**config.mk**
```make
export PLATFORM = sky130hd
export DESIGN_NAME = ulpi_reg_monitor
export DESIGN_NICKNAME = d
export VERILOG_FILES = /design/src/rtl/ulpi_reg_monitor_pkg.sv /design/src/rtl/ulpi_reg_monitor_led_rotator.sv /design/src/rtl/ulpi_reg_monitor.sv
export SDC_FILE = /design/constraint.sdc
export NUM_CORES = 1
export LEC_CHECK = 0
export ABC_CLOCK_PERIOD_IN_PS = 3600
export BUFFER_PORTS_ARGS = -buffer_cell sky130_fd_sc_hd__buf_2
export CORE_UTILIZATION = 60
export DETAILED_ROUTE_END_ITERATION = 7
export PLACE_DENSITY_LB_ADDON = 0.12
export SLEW_MARGIN = 20
export SYNTH_ARGS = -nofsm -noshare
export SYNTH_HDL_FRONTEND = slang
export SYNTH_HIERARCHICAL = 1
export SYNTH_SLANG_ARGS = --single-unit
```
**constraint.sdc**
```tcl
create_clock -name clk_i -period 3.6 [get_ports clk_i]
set_input_delay 0.54 -clock clk_i [delete_from_list [all_inputs] [get_ports clk_i]]
set_output_delay 0.54 -clock clk_i [all_outputs]
set_load 0.005 [all_outputs]
```
**src/rtl/ulpi_reg_monitor_pkg.sv**
```systemverilog
// ulpi_reg_monitor_pkg: scan FSM states and ULPI register addresses.
// Shared by ulpi_reg_monitor and led_rotator.
package ulpi_reg_monitor_pkg;

  typedef enum logic [2:0] {
    S_IDLE,
    S_WR_ISSUE,
    S_WR_WAIT,
    S_RD_ISSUE,
    S_RD_WAIT,
    S_DONE
  } state_t;

  localparam logic [7:0] VID_LO    = 8'h00;
  localparam logic [7:0] VID_HI    = 8'h01;
  localparam logic [7:0] PID_LO    = 8'h02;
  localparam logic [7:0] PID_HI    = 8'h03;
  localparam logic [7:0] FUNC_CTRL = 8'h04;

endpackage

```
**src/rtl/ulpi_reg_monitor_led_rotator.sv**
```systemverilog
// led_rotator: free-running dwell counter that steps through the
// snapshot entries and muxes the selected byte onto the LEDs.
module led_rotator
  import ulpi_reg_monitor_pkg::*;
#(
  parameter int NUM_REGS = 4,
  parameter int DATA_W   = 8,
  parameter int DWELL_W  = 26,
  parameter int SEL_W    = 2
) (
  input  logic                       clk_i,
  input  logic                       rst_i,
  input  logic [NUM_REGS*DATA_W-1:0] snap_i,
  output logic [DATA_W-1:0]          led_o,
  output logic [SEL_W-1:0]           led_sel_o
);

  logic [DWELL_W-1:0] dwell_q;

  always_ff @(posedge clk_i) begin
    if (rst_i) begin
      dwell_q   <= '0;
      led_sel_o <= '0;
    end else begin
      dwell_q <= dwell_q + 1'b1;
      if (&dwell_q) begin
        if (led_sel_o == SEL_W'(NUM_REGS - 1))
          led_sel_o <= '0;
        else
          led_sel_o <= led_sel_o + 1'b1;
      end
    end
  end

  always_comb begin
    led_o = snap_i[DATA_W-1:0];
    for (int i = 0; i < NUM_REGS; i++)
      if (led_sel_o == SEL_W'(i))
        led_o = snap_i[i*DATA_W +: DATA_W];
  end

endmodule

```
**src/rtl/ulpi_reg_monitor.sv**
```systemverilog
// ulpi_reg_monitor: scans a list of ULPI PHY registers into a snapshot.
// Define ULPI_REG_MONITOR_WRITE_EN for an initial PHY write after reset.
module ulpi_reg_monitor
  import ulpi_reg_monitor_pkg::*;
#(
  parameter int NUM_REGS = 4,
  parameter int ADDR_W   = 8,
  parameter int DATA_W   = 8,
  parameter logic [NUM_REGS*ADDR_W-1:0] REG_ADDRS =
    {FUNC_CTRL, PID_LO, VID_HI, VID_LO},
  parameter int TIMEOUT  = 255,
  parameter int DWELL_W  = 26,
  parameter logic [ADDR_W-1:0] INIT_WR_ADDR = FUNC_CTRL,
  parameter logic [DATA_W-1:0] INIT_WR_DATA = 8'h48,
  localparam int SEL_W = (NUM_REGS > 1) ? $clog2(NUM_REGS) : 1
) (
  input  logic                       clk_i,
  input  logic                       rst_i,
  input  logic                       start_i,
  input  logic                       auto_i,
  output logic [ADDR_W-1:0]          reg_addr_o,
  output logic                       reg_stb_o,
  output logic                       reg_we_o,
  output logic [DATA_W-1:0]          reg_data_o,
  input  logic [DATA_W-1:0]          reg_data_i,
  input  logic                       reg_ack_i,
  output logic                       busy_o,
  output logic                       done_o,
  output logic                       timeout_o,
  output logic [NUM_REGS*DATA_W-1:0] snap_o,
  output logic [DATA_W-1:0]          led_o,
  output logic [SEL_W-1:0]           led_sel_o
);

  localparam int TMO_W = $clog2(TIMEOUT + 1);

  state_t           state;
  logic [SEL_W-1:0] idx;
  logic [TMO_W-1:0] tcnt;
  logic             tmo_hit;

  assign tmo_hit = (tcnt == TMO_W'(TIMEOUT - 1));

`ifdef ULPI_REG_MONITOR_WRITE_EN
  logic first_q;
`else
  logic unused_wr;
  assign unused_wr  = ^{INIT_WR_ADDR, INIT_WR_DATA};
  assign reg_we_o   = 1'b0;
  assign reg_data_o = '0;
`endif

  always_ff @(posedge clk_i) begin
    if (rst_i) begin
      state      <= S_IDLE;
      idx        <= '0;
      tcnt       <= '0;
      reg_addr_o <= '0;
      reg_stb_o  <= 1'b0;
      busy_o     <= 1'b0;
      done_o     <= 1'b0;
      timeout_o  <= 1'b0;
      snap_o     <= '1;
`ifdef ULPI_REG_MONITOR_WRITE_EN
      reg_we_o   <= 1'b0;
      reg_data_o <= '0;
      first_q    <= 1'b1;
`endif
    end else begin
      done_o <= 1'b0;
      unique case (state)
        S_IDLE: begin
          if (start_i || auto_i) begin
            busy_o    <= 1'b1;
            timeout_o <= 1'b0;
            idx       <= '0;
`ifdef ULPI_REG_MONITOR_WRITE_EN
            state     <= first_q ? S_WR_ISSUE : S_RD_ISSUE;
            first_q   <= 1'b0;
`else
            state     <= S_RD_ISSUE;
`endif
          end
        end
`ifdef ULPI_REG_MONITOR_WRITE_EN
        S_WR_ISSUE: begin
          if (!reg_ack_i) begin
            reg_addr_o <= INIT_WR_ADDR;
            reg_data_o <= INIT_WR_DATA;
            reg_we_o   <= 1'b1;
            reg_stb_o  <= 1'b1;
            tcnt       <= '0;
            state      <= S_WR_WAIT;
          end
        end
        S_WR_WAIT: begin
          if (reg_ack_i || tmo_hit) begin
            if (!reg_ack_i)
              timeout_o <= 1'b1;
            reg_stb_o <= 1'b0;
            reg_we_o  <= 1'b0;
            idx       <= '0;
            state     <= S_RD_ISSUE;
          end else begin
            tcnt <= tcnt + 1'b1;
          end
        end
`endif
        S_RD_ISSUE: begin
          // a stale ack must clear before a new strobe goes out
          if (!reg_ack_i) begin
            reg_addr_o <= REG_ADDRS[idx*ADDR_W +: ADDR_W];
            reg_stb_o  <= 1'b1;
            tcnt       <= '0;
            state      <= S_RD_WAIT;
`ifdef ULPI_REG_MONITOR_WRITE_EN
            reg_we_o   <= 1'b0;
`endif
          end
        end
        S_RD_WAIT: begin
          if (reg_ack_i || tmo_hit) begin
            snap_o[idx*DATA_W +: DATA_W] <=
              reg_ack_i ? reg_data_i : {DATA_W{1'b1}};
            if (!reg_ack_i)
              timeout_o <= 1'b1;
            reg_stb_o <= 1'b0;
            if (idx == SEL_W'(NUM_REGS - 1)) begin
              done_o <= 1'b1;
              state  <= S_DONE;
            end else begin
              idx   <= idx + 1'b1;
              state <= S_RD_ISSUE;
            end
          end else begin
            tcnt <= tcnt + 1'b1;
          end
        end
        S_DONE: begin
          busy_o <= 1'b0;
          state  <= S_IDLE;
        end
        default: state <= S_IDLE;
      endcase
    end
  end

  led_rotator #(
    .NUM_REGS (NUM_REGS),
    .DATA_W   (DATA_W),
    .DWELL_W  (DWELL_W),
    .SEL_W    (SEL_W)
  ) u_led (
    .clk_i     (clk_i),
    .rst_i     (rst_i),
    .snap_i    (snap_o),
    .led_o     (led_o),
    .led_sel_o (led_sel_o)
  );

endmodule
```
==> results.toml <==
[timing]
worst_pin_slew_ns = 0.975
maxSlewHeadroom_pct = 34.8
rsz0062_at_grt = "false"
post-route-period-util_pct = 71.8
finalHoldViolations = 0
holdWs_ns = 0.470
min_period_ns = 2.58
setup-tns-final_ns = 0
slew_viol_final = 0
setup_ws_ns = 1.02
max_freq_ghz = 0.387
fin_skew_ns = 0.0106
setup_viol = 0

[layout]
fin_cells = 625
n_antenna_cell = 0
seqCellArea_sq_um = 1600
fillers = 585
drive_gt1_share_pct = 18.5
area_delta_synth_final_pct = 9.67
nets = 567
fin_area_sq_um = 4570
multi_input_area_sq_um = 2240
final_util_pct = 67.6

[power_and_ir_drop]
power_leakage_nw = 1.79
comb_power_share_pct = 10.2
clockPowerShare_pct = 34.4
switchingPower_uw = 463
power_mw = 1.68
ir_drop_mv = 0.246
seqPwrFrac_pct = 55.3
powerDensity_nw_per_um2 = 368
p_int_mw = 1.22
swShare_pct = 27.5

[clock_network]
cts_tree = "done"
clock_path_buffers = 2
htree_levels = 3
cts_resized = 0
clock_sinks = 80
clkLatencyLatePin_ns = 0.35
cts_inserted_buffers = 9
clk_pin_slew_ns = 0.08
post_cts_buffers = 0
cts-hold-fix-buffers = 0
root_buffer = "clkbuf_8"

[yosys]
ys_seq_elements = 80
dominantRegCellSynth = "dfxtp_1"
synthArstFlopShare_pct = 0
synth_edf_count = 0
netlist_area_sq_um = 4170
ys.warnings.count = 6
synthCells = 498
seq_area_frac_synth_pct = 38.4
syn_avg_cell_area_sq_um = 8.36
synth.distinct_cells = 58

[worst_setup_path]
cp.required_ns = 3.06
critical_path_class = "flop to primary output"
crit_path_start_kind = "flop"
cp-end-kind = "primary output"
cp_max_fo = 8
arrival_ns = 2.04
reg2reg_slack_ns = 1.24

[routing]
ant_nets = 0
routed.top_layer = "met4"
wl_met3_microns = 554
wl_met1_microns = 4180
met2WireLength_microns = 4250
wl_per_cell_microns = 14.6
route.detailed.drc = 0
vias_per_cell = 5.84
drt_iter0_drc = 276
vias = 3648
totalWireLength_microns = 9150
drtPass1Iterations = 5

[die]
core_area_sq_um = 6760
start_util_pct = 61.6
io_pins = 76
fp.dieH_microns = 85.3
fp-row-count = 30
die_w_microns = 85.3
design.die.area_sq_um = 7280

[place]
post-place-ws_ns = 1.28
gp_routability_congestion = 0.832
place_area_sq_um = 4390
placed_cells = 609
post-dp-hpwl_microns = 6420
place.port_buffers = 61

[global_routing]
grt_overflow_total = 0
grt_usage_pct = 25.9
grt_max_degree = 34
grt_pass1_vias = 3245
grt_pass1_wl_microns = 15000
antenna_found_initial = 0

[min_path]
hold_path_class = "flop to flop"

[status]
outcome = "completed"

[run]
drv_cap = 0
-- synth_stat cells, types with 2 or more instances --
cell type  instances  share of area [%]
nor3b_1            3               0.54
o21ai_1           10                1.2
and2_1             3               0.45
a211oi_2           2               0.60
nand4_1            6               0.90
nand3_2            2               0.48
buf_2              8               0.96
a41oi_1           25                5.3
buf_4             14                2.5
nor3_1             7               0.84
a31oi_1            7                1.1
and3_1             6               0.90
dfxtp_1           80                 38
mux2_2             4                1.1
buf_1              2               0.18
inv_1             34                3.1
nor2_1            44                4.0
ha_1              14                4.2
nor2b_1            3               0.45
nor4bb_1           2               0.48
nand2_1           36                3.2
o22ai_1            8                1.2
or3_1              8                1.2
or4_1              8                1.4
o31ai_1            8                1.4
and4_1             5                1.1
nand2b_1           9                1.4
and2_0             2               0.30
xor2_1             4               0.84
buf_6              2               0.54
o21ai_0           34                4.1
a21oi_1           27                3.2
o21ba_2            2               0.48
mux2i_1           11                2.6
nand3_1           13                1.6
clkbuf_1          19                1.7
xnor2_1            5                1.1
-- area by class of cell --
class | instances | area share, %
Clock buffer | 9 | 2.71
Timing Repair Buffer | 64 | 7.18
Clock inverter | 7 | 1.04
Inverter | 34 | 2.79
Sequential cell | 80 | 35.1
Tap cell | 80 | 2.19
Multi-Input combinational cell | 351 | 49.0
-- worst max-delay path, cell delays in order (launching register included) --
cell     delay, ns
dfxtp_1       0.40
ha_1          0.53
mux2i_1       0.35
nor2_1        0.07
a21oi_1       0.13
o21ai_0       0.08
buf_2         0.15
-- power groups by stage --
stage | logic (mW) | clock network [mW] | registers [mW]
4_1_cts | 0.170 | 0.594 | 0.928
3_3_place_gp | 0.167 | 0 | 0.948
6_report | 0.172 | 0.578 | 0.929
3_5_place_dp | 0.169 | 0 | 0.949
2_1_floorplan | 0.141 | 0 | 0.939
5_1_grt | 0.192 | 0.637 | 0.933
-- worst paths after layout --
path / startpoint / end / cells after the start
worst max-delay path: u_led/led_sel_o[0] / led_o[7] / 6
worst min-delay path: u_led/dwell_q[0] / u_led/dwell_q[0] / 1
worst max register to register: tcnt[1] / snap_o[17] / 5
worst min register to register: u_led/dwell_q[0] / u_led/dwell_q[0] / 1
-- registers in the layout (all words and copies together), names as in the netlist, 2 cells and up --
register,count
tcnt,8
snap_o,32
reg_addr_o,3
idx,2
u_led/dwell_q,26
u_led/led_sel_o,2
state,3
-- per-layer routing --
layer	up-vias	track usage (%)
met3	17	5.25
li1	1841	-
met2	118	42.4
met4	0	10.5
met5	-	0
met1	1672	33.5
-- logic make-up (layout without fill, tap and decap cells) --
logic type               count (synthesis)  in the layout  synth area share, %
AO/OA/AOI/OAI                          131            131                 20.6
XOR/XNOR                                 9              9                 1.89
adder cells (fa/ha/maj)                 14             14                 4.21
buffers and inverters                   80            114                 9.10
flip-flops                              80             80                 38.5
multiplexers                            16             16                 4.09
other                                    1             14               0.0900
AND/OR/NAND/NOR                        167            167                 21.5
-- cell usage in the layout (no fill, tap or decap), types with 3 or more instances in the layout --
| cell | instances |
|---|---|
| nor2b_1 | 3 |
| mux2i_1 | 11 |
| buf_4 | 3 |
| clkinv_2 | 3 |
| clkbuf_8 | 9 |
| and4_1 | 5 |
| nand2b_1 | 9 |
| nor2_1 | 44 |
| inv_1 | 34 |
| a31oi_1 | 7 |
| mux2_2 | 4 |
| o21ai_0 | 34 |
| nand4_1 | 6 |
| dfxtp_1 | 80 |
| ha_1 | 14 |
| o31ai_1 | 8 |
| a41oi_1 | 25 |
| nand3_1 | 13 |
| xor2_1 | 4 |
| o22ai_1 | 8 |
| and2_1 | 3 |
| nor3_1 | 7 |
| or4_1 | 8 |
| conb_1 | 14 |
| nand2_1 | 36 |
| buf_2 | 61 |
| or3_1 | 8 |
| xnor2_1 | 5 |
| a21oi_1 | 27 |
| o21ai_1 | 10 |
| and3_1 | 6 |
| nor3b_1 | 3 |
Note: power is estimated with default switching activity, not from simulation.
